**src/rtl/alu_pkg.sv**
```systemverilog
// Shared types for the pipelined ALU: opcode encoding, flag bundle and widths.
// Imported by the interface, the compute core and the pipeline top.
package alu_pkg;

  localparam int OPCODE_W = 4;

  typedef enum logic [OPCODE_W-1:0] {
    EQ      = 4'd0,
    LT      = 4'd1,
    LTU     = 4'd2,
    GT      = 4'd3,
    GTU     = 4'd4,
    ADD     = 4'd5,
    ADDU    = 4'd6,
    SUB     = 4'd7,
    SLL     = 4'd8,
    SRL     = 4'd9,
    SRA     = 4'd10,
    OR      = 4'd11,
    XOR     = 4'd12,
    AND     = 4'd13,
    SATADD  = 4'd14,
    ILLEGAL = 4'd15
  } opcode_e;

  typedef struct packed {
    logic z;
    logic v;
    logic c;
    logic n;
  } flags_t;

endpackage

```
**src/rtl/alu_pipe_if.sv**
```systemverilog
// Operand/result handshake bundle of alu_pipe; master drives operands,
// slave (the ALU) returns results.
interface alu_pipe_if
  import alu_pkg::*;
#(
  parameter int WIDTH = 32
);
  logic                in_valid;
  logic                in_ready;
  logic [WIDTH-1:0]    A;
  logic [WIDTH-1:0]    B;
  logic [OPCODE_W-1:0] Alu_Cntrl;
  logic                Cin;
  logic                out_valid;
  logic                out_ready;
  logic [WIDTH-1:0]    OUT;
  logic                Zero;
  logic                oVerflow;
  logic                Carry;
  logic                Negative;
  logic                op_err;

  modport master (
    output in_valid, A, B, Alu_Cntrl, Cin, out_ready,
    input  in_ready, out_valid, OUT, Zero, oVerflow, Carry, Negative, op_err
  );

  modport slave (
    input  in_valid, A, B, Alu_Cntrl, Cin, out_ready,
    output in_ready, out_valid, OUT, Zero, oVerflow, Carry, Negative, op_err
  );
endinterface

```
**src/rtl/alu_core.sv**
```systemverilog
// Purely combinational ALU datapath: compares, add/sub, shifts, logic ops and
// saturating add, producing the result, Z/V/C/N flags and an illegal-opcode flag.
module alu_core
  import alu_pkg::*;
#(
  parameter int WIDTH = 32
) (
  input  logic [WIDTH-1:0]    a,
  input  logic [WIDTH-1:0]    b,
  input  logic [OPCODE_W-1:0] op,
  input  logic                cin,
  output logic [WIDTH-1:0]    result,
  output flags_t              flags,
  output logic                op_err
);
  localparam int SH_W = $clog2(WIDTH);
  localparam logic [WIDTH-1:0] SAT_MAX = {1'b0, {(WIDTH-1){1'b1}}};
  localparam logic [WIDTH-1:0] SAT_MIN = {1'b1, {(WIDTH-1){1'b0}}};
  localparam logic [WIDTH:0]   ONE_W1  = {{WIDTH{1'b0}}, 1'b1};

  opcode_e          op_s;
  logic [SH_W-1:0]  shamt_s;
  logic [WIDTH:0]   cin_w1_s;
  logic [WIDTH:0]   add_s;
  logic [WIDTH:0]   sub_s;
  logic [WIDTH:0]   sat_sum_s;

  assign op_s     = opcode_e'(op);
  assign shamt_s  = b[SH_W-1:0];
  assign cin_w1_s = {{WIDTH{1'b0}}, cin};
  assign add_s    = {1'b0, a} + {1'b0, b} + cin_w1_s;
  // Subtraction carry is "no borrow": ~B is zero-extended before the +1.
  assign sub_s    = {1'b0, a} + {1'b0, ~b} + ONE_W1 + cin_w1_s;
  // Sign-extended to WIDTH+1 so A+B+Cin can never wrap before clamping.
  assign sat_sum_s = {a[WIDTH-1], a} + {b[WIDTH-1], b} + cin_w1_s;

  // Opcode decode and result/flag selection.
  always_comb begin
    result  = '0;
    flags   = '0;
    op_err  = 1'b0;
    case (op_s)
      EQ:   flags.z = (a == b);
      LT:   flags.z = ($signed(a) < $signed(b));
      LTU:  flags.z = (a < b);
      GT:   flags.z = ($signed(a) > $signed(b));
      GTU:  flags.z = (a > b);
      ADD, ADDU: begin
        result  = add_s[WIDTH-1:0];
        flags.c = add_s[WIDTH];
        flags.v = (a[WIDTH-1] == b[WIDTH-1]) & (add_s[WIDTH-1] != a[WIDTH-1]);
      end
      SUB: begin
        result  = sub_s[WIDTH-1:0];
        flags.c = sub_s[WIDTH];
        flags.v = (a[WIDTH-1] != b[WIDTH-1]) & (sub_s[WIDTH-1] != a[WIDTH-1]);
      end
      SLL:  result = a << shamt_s;
      SRL:  result = a >> shamt_s;
      SRA:  result = $unsigned($signed(a) >>> shamt_s);
      OR:   result = a | b;
      XOR:  result = a ^ b;
      AND:  result = a & b;
      SATADD: begin
        if (sat_sum_s[WIDTH] != sat_sum_s[WIDTH-1]) begin
          flags.v = 1'b1;
          result  = sat_sum_s[WIDTH] ? SAT_MIN : SAT_MAX;
        end else begin
          result  = sat_sum_s[WIDTH-1:0];
        end
      end
      ILLEGAL: op_err = 1'b1;
      default: op_err = 1'b1;
    endcase
    flags.n = result[WIDTH-1];
  end

endmodule

```
**src/rtl/alu_pipe.sv**
```systemverilog
// Two-stage valid/ready ALU pipeline: S1 captures operands, S2 holds the
// computed result; also keeps a sticky overflow flag and a saturating op counter.
module alu_pipe
  import alu_pkg::*;
#(
  parameter int WIDTH = 32,
  parameter int CNT_W = 16
) (
  input  logic             clk,
  input  logic             reset,
  alu_pipe_if.slave        bus,
  input  logic             clr_sticky,
  output logic             sticky_v,
  output logic [CNT_W-1:0] op_count
);
  localparam logic [CNT_W-1:0] CNT_MAX = {CNT_W{1'b1}};
  localparam logic [CNT_W-1:0] CNT_ONE = {{(CNT_W-1){1'b0}}, 1'b1};

  logic                s1_valid_r;
  logic [WIDTH-1:0]    s1_a_r;
  logic [WIDTH-1:0]    s1_b_r;
  logic [OPCODE_W-1:0] s1_op_r;
  logic                s1_cin_r;

  logic                s2_valid_r;
  logic [WIDTH-1:0]    s2_result_r;
  flags_t              s2_flags_r;
  logic                s2_err_r;

  logic                sticky_r;
  logic [CNT_W-1:0]    count_r;

  logic [WIDTH-1:0]    core_result_s;
  flags_t              core_flags_s;
  logic                core_err_s;
  logic                s2_load_s;
  logic                in_ready_s;
  logic                accept_s;
  logic                consume_s;

  // S2 can take a new entry when it is empty or its result leaves this cycle;
  // reset level gates in_ready so nothing is accepted while held in reset.
  assign s2_load_s  = ~s2_valid_r | bus.out_ready;
  assign in_ready_s = reset & (~s1_valid_r | s2_load_s);
  assign accept_s   = bus.in_valid & in_ready_s;
  assign consume_s  = s2_valid_r & bus.out_ready;

  alu_core #(.WIDTH(WIDTH)) u_core (
    .a      (s1_a_r),
    .b      (s1_b_r),
    .op     (s1_op_r),
    .cin    (s1_cin_r),
    .result (core_result_s),
    .flags  (core_flags_s),
    .op_err (core_err_s)
  );

  // Stage 1: operand capture.
  always_ff @(posedge clk or negedge reset) begin
    if (!reset) begin
      s1_valid_r <= 1'b0;
      s1_a_r     <= '0;
      s1_b_r     <= '0;
      s1_op_r    <= '0;
      s1_cin_r   <= 1'b0;
    end else if (accept_s) begin
      s1_valid_r <= 1'b1;
      s1_a_r     <= bus.A;
      s1_b_r     <= bus.B;
      s1_op_r    <= bus.Alu_Cntrl;
      s1_cin_r   <= bus.Cin;
    end else if (s2_load_s) begin
      s1_valid_r <= 1'b0;
    end
  end

  // Stage 2: result register, held while downstream stalls.
  always_ff @(posedge clk or negedge reset) begin
    if (!reset) begin
      s2_valid_r  <= 1'b0;
      s2_result_r <= '0;
      s2_flags_r  <= '0;
      s2_err_r    <= 1'b0;
    end else if (s2_load_s) begin
      s2_valid_r <= s1_valid_r;
      if (s1_valid_r) begin
        s2_result_r <= core_result_s;
        s2_flags_r  <= core_flags_s;
        s2_err_r    <= core_err_s;
      end
    end
  end

  // Sticky overflow: a consumed overflowing result beats a same-cycle clear.
  always_ff @(posedge clk or negedge reset) begin
    if (!reset) begin
      sticky_r <= 1'b0;
    end else if (consume_s && s2_flags_r.v) begin
      sticky_r <= 1'b1;
    end else if (clr_sticky) begin
      sticky_r <= 1'b0;
    end
  end

  // Accepted-operation counter, saturating at all-ones.
  always_ff @(posedge clk or negedge reset) begin
    if (!reset) begin
      count_r <= '0;
    end else if (accept_s && (count_r != CNT_MAX)) begin
      count_r <= count_r + CNT_ONE;
    end
  end

  assign bus.in_ready  = in_ready_s;
  assign bus.out_valid = s2_valid_r;
  assign bus.OUT       = s2_result_r;
  assign bus.Zero      = s2_flags_r.z;
  assign bus.oVerflow  = s2_flags_r.v;
  assign bus.Carry     = s2_flags_r.c;
  assign bus.Negative  = s2_flags_r.n;
  assign bus.op_err    = s2_err_r;
  assign sticky_v      = sticky_r;
  assign op_count      = count_r;

endmodule

```
**src/flat_wrapper.sv**
```systemverilog
// flat-port wrapper written by rule: the top's interface ports become plain ports
module alu_pipe_flat import alu_pkg::*;
#(
  parameter int WIDTH = 32,
  parameter int CNT_W = 16
)
  (clk, reset, clr_sticky, sticky_v, op_count, bus_in_valid, bus_A, bus_B, bus_Alu_Cntrl, bus_Cin, bus_out_ready, bus_in_ready, bus_out_valid, bus_OUT, bus_Zero, bus_oVerflow, bus_Carry, bus_Negative, bus_op_err);
  alu_pipe_if #(.WIDTH(WIDTH)) bus_i ();
  input  logic clk;
  input  logic reset;
  input  logic clr_sticky;
  output logic sticky_v;
  output logic [CNT_W-1:0] op_count;
  input wire logic [$bits(bus_i.in_valid)-1:0] bus_in_valid;
  input wire logic [$bits(bus_i.A)-1:0] bus_A;
  input wire logic [$bits(bus_i.B)-1:0] bus_B;
  input wire logic [$bits(bus_i.Alu_Cntrl)-1:0] bus_Alu_Cntrl;
  input wire logic [$bits(bus_i.Cin)-1:0] bus_Cin;
  input wire logic [$bits(bus_i.out_ready)-1:0] bus_out_ready;
  output wire logic [$bits(bus_i.in_ready)-1:0] bus_in_ready;
  output wire logic [$bits(bus_i.out_valid)-1:0] bus_out_valid;
  output wire logic [$bits(bus_i.OUT)-1:0] bus_OUT;
  output wire logic [$bits(bus_i.Zero)-1:0] bus_Zero;
  output wire logic [$bits(bus_i.oVerflow)-1:0] bus_oVerflow;
  output wire logic [$bits(bus_i.Carry)-1:0] bus_Carry;
  output wire logic [$bits(bus_i.Negative)-1:0] bus_Negative;
  output wire logic [$bits(bus_i.op_err)-1:0] bus_op_err;
  assign bus_i.in_valid = bus_in_valid;
  assign bus_i.A = bus_A;
  assign bus_i.B = bus_B;
  assign bus_i.Alu_Cntrl = bus_Alu_Cntrl;
  assign bus_i.Cin = bus_Cin;
  assign bus_i.out_ready = bus_out_ready;
  assign bus_in_ready = bus_i.in_ready;
  assign bus_out_valid = bus_i.out_valid;
  assign bus_OUT = bus_i.OUT;
  assign bus_Zero = bus_i.Zero;
  assign bus_oVerflow = bus_i.oVerflow;
  assign bus_Carry = bus_i.Carry;
  assign bus_Negative = bus_i.Negative;
  assign bus_op_err = bus_i.op_err;
  alu_pipe #(.WIDTH(WIDTH), .CNT_W(CNT_W)) u_core (.clk(clk), .reset(reset), .bus(bus_i), .clr_sticky(clr_sticky), .sticky_v(sticky_v), .op_count(op_count));
endmodule
```
**config.mk**
```make
export PLATFORM = sky130hd
export DESIGN_NAME = alu_pipe_flat
export DESIGN_NICKNAME = d
export VERILOG_FILES = /design/src/rtl/alu_pkg.sv /design/src/rtl/alu_pipe_if.sv /design/src/rtl/alu_core.sv /design/src/rtl/alu_pipe.sv /design/src/flat_wrapper.sv
export SDC_FILE = /design/constraint.sdc
export NUM_CORES = 1
export LEC_CHECK = 0
export BUFFER_PORTS_ARGS = -buffer_cell sky130_fd_sc_hd__buf_2
export CORE_MARGIN = 2
export CORE_UTILIZATION = 50
export DETAILED_ROUTE_END_ITERATION = 6
export PLACE_DENSITY = 0.69
export SETUP_SLACK_MARGIN = 0.1
export SYNTH_ARGS = -nofsm -noshare
export SYNTH_HDL_FRONTEND = slang
export SYNTH_SLANG_ARGS = --single-unit
```
**constraint.sdc**
```tcl
create_clock -name clk -period 5.6 [get_ports clk]
set_input_delay 0.28 -clock clk [delete_from_list [all_inputs] [get_ports clk]]
set_output_delay 0.28 -clock clk [all_outputs]
set_load 0.03 [all_outputs]
```
==> Word level (Yosys, flattened, before mapping) <==
Index checks and enable logic that the tools add are counted.
{ "totals": {"regBits": 125, "word_cells": 83} }
{ "classes": {"addsub": 8, "n_lt_le_gt_ge": 4, "n_eq_ne": 22, "shift": 3, "muxes": 12, "n_bitwise": 13, "n_reduce_logical": 7} }
{ "op_table": {"columns": ["op", "count"], "rows": [
  ["$pmux W32 S9", 1],
  ["$add A32 B32 Y33", 3],
  ["$add A33 B1 Y33", 3],
  ["$gt A32 B32 Y1", 2],
  ["$lt A32 B32 Y1", 2],
  ["$mux W32", 2],
  ["$add A33 B1 Y33 const B", 1],
  ["$and A32 B32 Y32", 1],
  ["$eq A32 B32 Y1", 1],
  ["$eq A4 B4 Y1 const B", 8],
  ["$not A32 Y32", 1],
  ["$or A32 B32 Y32", 1],
  ["$shl A32 B5 Y32", 1],
  ["$shr A32 B5 Y32", 1],
  ["$sshr A32 B5 Y32", 1],
  ["$xor A32 B32 Y32", 1],
  ["$add A16 B1 Y16 const B", 1],
  ["$eq A4 B3 Y1 const B", 4],
  ["$ne A16 B16 Y1 const B", 1],
  ["$eq A4 B2 Y1 const B", 2],
  ["$mux W1", 6],
  ["$and A1 B1 Y1", 5],
  ["$pmux W1 S5", 1],
  ["$eq A4 B1 Y1 const B", 1],
  ["11 further kinds", 18]
]} }

==> Logic depth before layout (Yosys ltp) <==
{ "logic_depth": {"depth_word": 7, "ltp_mapped": 18, "mapped_depth_nobuf": 14} }

==> Cells and area by module <==
Synthesis repeated with hierarchy kept, for this count alone.
{ "unflattened": {"cells_unflattened": 1832, "hier_area_um2": 14232.4} }
{ "modules_own_cells": {"columns": ["module", "instances", "cells_each", "area_each_um2"], "rows": [
  ["alu_core", 1, 1381, 9391.5],
  ["alu_pipe", 1, 451, 4840.9]
]} }

==> Least setup slack after synthesis <==
OpenSTA, ideal clock, no wires.
{ "synth_path": {"kind": "reg-to-reg", "start": "reg u_core.s1_b_r[2]", "end": "reg u_core.s2_result_r[28], in the netlist u_core.bus.OUT[28]", "setup_time_ns": 0.124, "arrival_ns": 3.997, "setup_slack_ns": 1.479, "stages_incl_launch_ff": 19, "n_path_buf": 4, "cell_sequence": "dfrtp_1 -> inv_1 -> buf_2 -> buf_2 -> buf_1 -> ha_1 -> buf_6 -> inv_1 -> ha_1 -> a21o_1 -> a221oi_1 -> o21a_1 -> o21ai_1 -> o211ai_1 -> o21ai_1 -> o31a_1 -> xnor2_1 -> nor3_1 -> a211o_1"} }
{ "synth_between": {"elab_chain_len": 5, "word_cells_on_any_way": 15, "cone_classes": "add/sub (7); eq/ne (1); shift (3); mux (3); bitwise (1)"} }
{ "synth_lines": {"columns": ["element", "line_no", "rtl"], "rows": [
  ["start, declared", "alu_pipe.sv:21", "logic [WIDTH-1:0] s1_b_r;"],
  ["start signal, assigned", "alu_pipe.sv:69", "s1_b_r <= bus.B;"],
  ["$not A32 Y32 / $add A32 B32 Y33 (equally long branches)", "alu_core.sv:33, alu_core.sv:35", null],
  ["$add A32 B32 Y33 / $add A33 B1 Y33 (equally long branches)", "alu_core.sv:33, alu_core.sv:35", null],
  ["$add A33 B1 Y33, or another cell as far along", "alu_core.sv:33", "assign sub_s = {1'b0, a} + {1'b0, ~b} + ONE_W1 + cin_w1_s;"],
  ["$add A33 B1 Y33 / $mux W32 (equally long branches)", "alu_core.sv:33, alu_core.sv:65", null],
  ["$pmux W32 S9 (*)", "alu_core.sv:42", "case (op_s)"],
  ["end signal, assigned", "alu_pipe.sv:87", "s2_result_r <= core_result_s;"],
  ["end, declared", "alu_pipe.sv:26", "logic [WIDTH-1:0] s2_result_r;"]
]} }
Every way passes the cells marked *; elsewhere a longest branch is shown, timed or not.
A chain may end at the register's enable or synchronous reset.

==> Worst setup path after layout <==
{ "layout_path": {"start": "reg u_core.s1_a_r[0]", "end": "reg u_core.s2_result_r[10], in the netlist u_core.bus.OUT[10]"} }
{ "layout_between": {"elab_chain_len": 5, "word_cells_on_any_way": 14, "cone_classes": "add/sub (7); eq/ne (1); shift (3); mux (3)"} }
{ "layout_lines": {"columns": ["element", "line_no", "rtl"], "rows": [
  ["start, declared", "alu_pipe.sv:20", "logic [WIDTH-1:0] s1_a_r;"],
  ["start signal, assigned", "alu_pipe.sv:68", "s1_a_r <= bus.A;"],
  ["parallel branches: the longest is 4 deep, another holds $add A32 B32 Y33", null, null],
  ["$pmux W32 S9 (*)", "alu_core.sv:42", null]
]} }
Every way passes the cells marked *.

==> flow_metrics.tcl <==
set metrics [dict create \
    synth.largest_area_cell "dfrtp_1" \
    drt_wl_total_um 56500 \
    place_congestion 1.08 \
    cts_tree "done" \
    setup_violations 0 \
    viasPerCell 6.59 \
    grt_pass1_vias 13600 \
    status "complete, but fails checks" \
    ctsHtreeMaxLevel 4 \
    fin_cells 2175 \
    firstDrtPassIters 7 \
    powerDensity_nw_per_um2 430 \
    synth_area_leaders "dfrtp_1, ha_1, mux4_2" \
    std_cell_rows 62 \
    ys_warn_count 0 \
    clock-root-buffer "clkbuf_16" \
    grt_first_pass_wirelength_um 84300 \
    numPortBuffers 129 \
    antenna_found_initial 1 \
    grt_busiest_layer "met2" \
    synth_fp_nets 1924 \
    syn-cell-area_um2 14500 \
    dieArea_um2 30400 \
    die_w_um 174 \
    design.core.area_um2 28600 \
    use_met1 0.507 \
    ys_async_sr_fraction 1.00 \
    clk_pin_slew_ns 0.06 \
    drive_gt1_frac 0.195 \
    timing.fmax_ghz 0.216 \
    drv_cap 0 \
    final_cell_mix "nor2_1, a21oi_1, ha_1" \
    avgRoutedWirePerCell_um 26.0 \
    cp-end-kind "flop" \
    vias 14300 \
    vdd_ir_drop_max_mv 0.304 \
    syn_area_per_cell_um2 8.53 \
    synth-seq-area-share 0.214 \
    required_ns 5.89 \
    worstSetupPathType "reg2reg" \
    dp_hpwl_um 43300 \
    area_growth_pct 10.4 \
    max_slew_margin 0.217 \
    drt-initial-drc-count 2164 \
    rsz0062_at_grt "no" \
    synth_cells 1701 \
    diodes 0 \
    skew_ns 0.0118 \
    ys_types 79 \
    grt.met2_usage 0.541 \
    synth-seq-cells 124 \
    p_leak_nw 7.15 \
    ios 130 \
    initial_core_util 0.507 \
    min_path_type "in2reg" \
    clock_latency_ns 0.46 \
    cts_buffer_depth 2 \
    grt.overflow.total 0 \
    violations "DRC" \
    post_cts_resized 0 \
    use_met3 0.116 \
    die-height_um 174 \
    period_share 0.829 \
    dp.cells 2142 \
    grt_start_max_net_pins 69 \
    globalRouteTotalUtil 0.368 \
    crit_arrival_ns 4.94 \
    drc 20 \
    synth_top_area_frac 0.214 \
    layout_commonest_cell "nor2_1" \
    setup_tns_ns 0 \
    layout.nets 2001 \
    crit_path_start_kind "flop" \
    finalCriticalPeriod_ns 4.64 \
    slew_viol_final 0 \
    synth_flop_cell "dfrtp_1" \
    final_hold_viol_count 0 \
    clkSinkCount 124 \
    tightestPinTransition_ns 1.17 \
    synth-edff-count 0 \
    critPathMaxFanout 7 \
    postRouteAntennaNets 0 \
    cts_buffers 17 \
]
[sequential cells by signal, indices dropped and copies added (netlist names), 4 cells and up]
| register | flops |
|---|---|
| u_core.s1_b_r | 32 |
| u_core.s1_op_r | 4 |
| u_core.s1_a_r | 32 |
| u_core.bus.OUT | 31 |
| u_core.op_count | 16 |
[area by class of cell]
| cell class | count | area (um^2) |
|---|---|---|
| fill | 2659 | 12600 |
| multi-input combinational | 1346 | 10500 |
| sequential | 124 | 3110 |
| timing repair buffer | 167 | 940 |
| tap | 384 | 480 |
| inverter | 122 | 458 |
| clock buffer | 20 | 447 |
| clock inverter | 12 | 140 |
[worst max-delay path, cell delays in order, from the launching register on]
cell,delay (ns)
dfrtp_1,0.55
inv_1,0.15
ha_1,0.35
ha_1,0.24
fa_1,0.47
a21o_1,0.19
a221oi_1,0.60
o21ai_0,0.45
a21o_1,0.28
a21oi_1,0.18
xnor2_1,0.12
a2111oi_0,0.76
o21ai_1,0.14
[power breakdown]
group | switching [mW] | internal, mW | total [mW]
Clock | 0.461 | 0.669 | 1.13
Sequential | 0.266 | 1.09 | 1.36
Combinational | 2.81 | 1.59 | 4.41
[repair_timing]
action | 4_1_cts | 5_1_grt
hold buffers | 1 | 0
endpoints found under the hold margin | 66 | 0
buffers inserted | 0 | 0
endpoints found under the setup margin | 0 | 0
[cells by family after synthesis]
group           count (synthesis)  share of synthesized area
compound gates                513                      0.234
mux                           176                      0.165
flops                         124                      0.214
fa+ha+maj                     149                      0.138
simple gates                  438                      0.140
xor+xnor                       70                     0.0423
buf+inv                       231                     0.0668
[cells in the mapped netlist, drive strengths merged, types with 10 or more instances]
| cell | number |
|---|---|
| nand3 | 27 |
| xor2 | 12 |
| nand4 | 12 |
| a22oi | 29 |
| a221oi | 16 |
| mux2i | 58 |
| dfrtp | 124 |
| o21a | 13 |
| nor4 | 12 |
| fa | 19 |
| or3 | 16 |
| nor3 | 19 |
| mux4 | 43 |
| o211ai | 15 |
| a2111oi | 10 |
| ha | 130 |
| nor2b | 10 |
| nand2b | 16 |
| a21o | 14 |
| mux2 | 75 |
| o21bai | 10 |
| nor2 | 163 |
| o31ai | 16 |
| a31oi | 23 |
| a221o | 16 |
| buf | 52 |
| nand2 | 120 |
| inv | 121 |
| a21oi | 148 |
| o21ai | 112 |
| xnor2 | 58 |
| clkbuf | 57 |
| a211oi | 23 |
[worst paths after layout]
kind	from	to	slack (ns)	cells past startpoint
max	u_core.s1_a_r[0]	u_core.bus.OUT[10]	0.96	12
min reg2reg	u_core.bus.OUT[13]	u_core.bus.OUT[13]	0.48	2
max reg2reg	u_core.s1_a_r[0]	u_core.bus.OUT[10]	0.96	12
max in group asynchronous	reset	u_core.s1_b_r[0]	3.89	3
min in group asynchronous	reset	u_core.bus.OUT[24]	0.41	2
min	clr_sticky	u_core.sticky_v	0.02	2
[metrics by stage]
stage                     power (mW)  worst slack [ns]  cell area [um^2]  hold slack, ns   util
after floorplan                 4.29              1.48             14500         -0.0156      -
after global placement          5.55              1.25             15400           0.330  0.539
after detailed placement        5.58              1.19             15400           0.341  0.539
after CTS                       6.73              1.16             16000          0.0140  0.560
after global routing            7.22             0.899             16000          0.0232  0.560
final                           6.89             0.960             16000          0.0226  0.560
[metal layers]
| layer | share of wire | wire [um] |
|---|---|---|
| met1 | 0.41 | 23300 |
| met2 | 0.42 | 23900 |
| met3 | 0.12 | 7040 |
| met4 | 0.039 | 2200 |
| met5 | 0 | 0 |
Note: power is estimated with default switching activity, not from simulation.
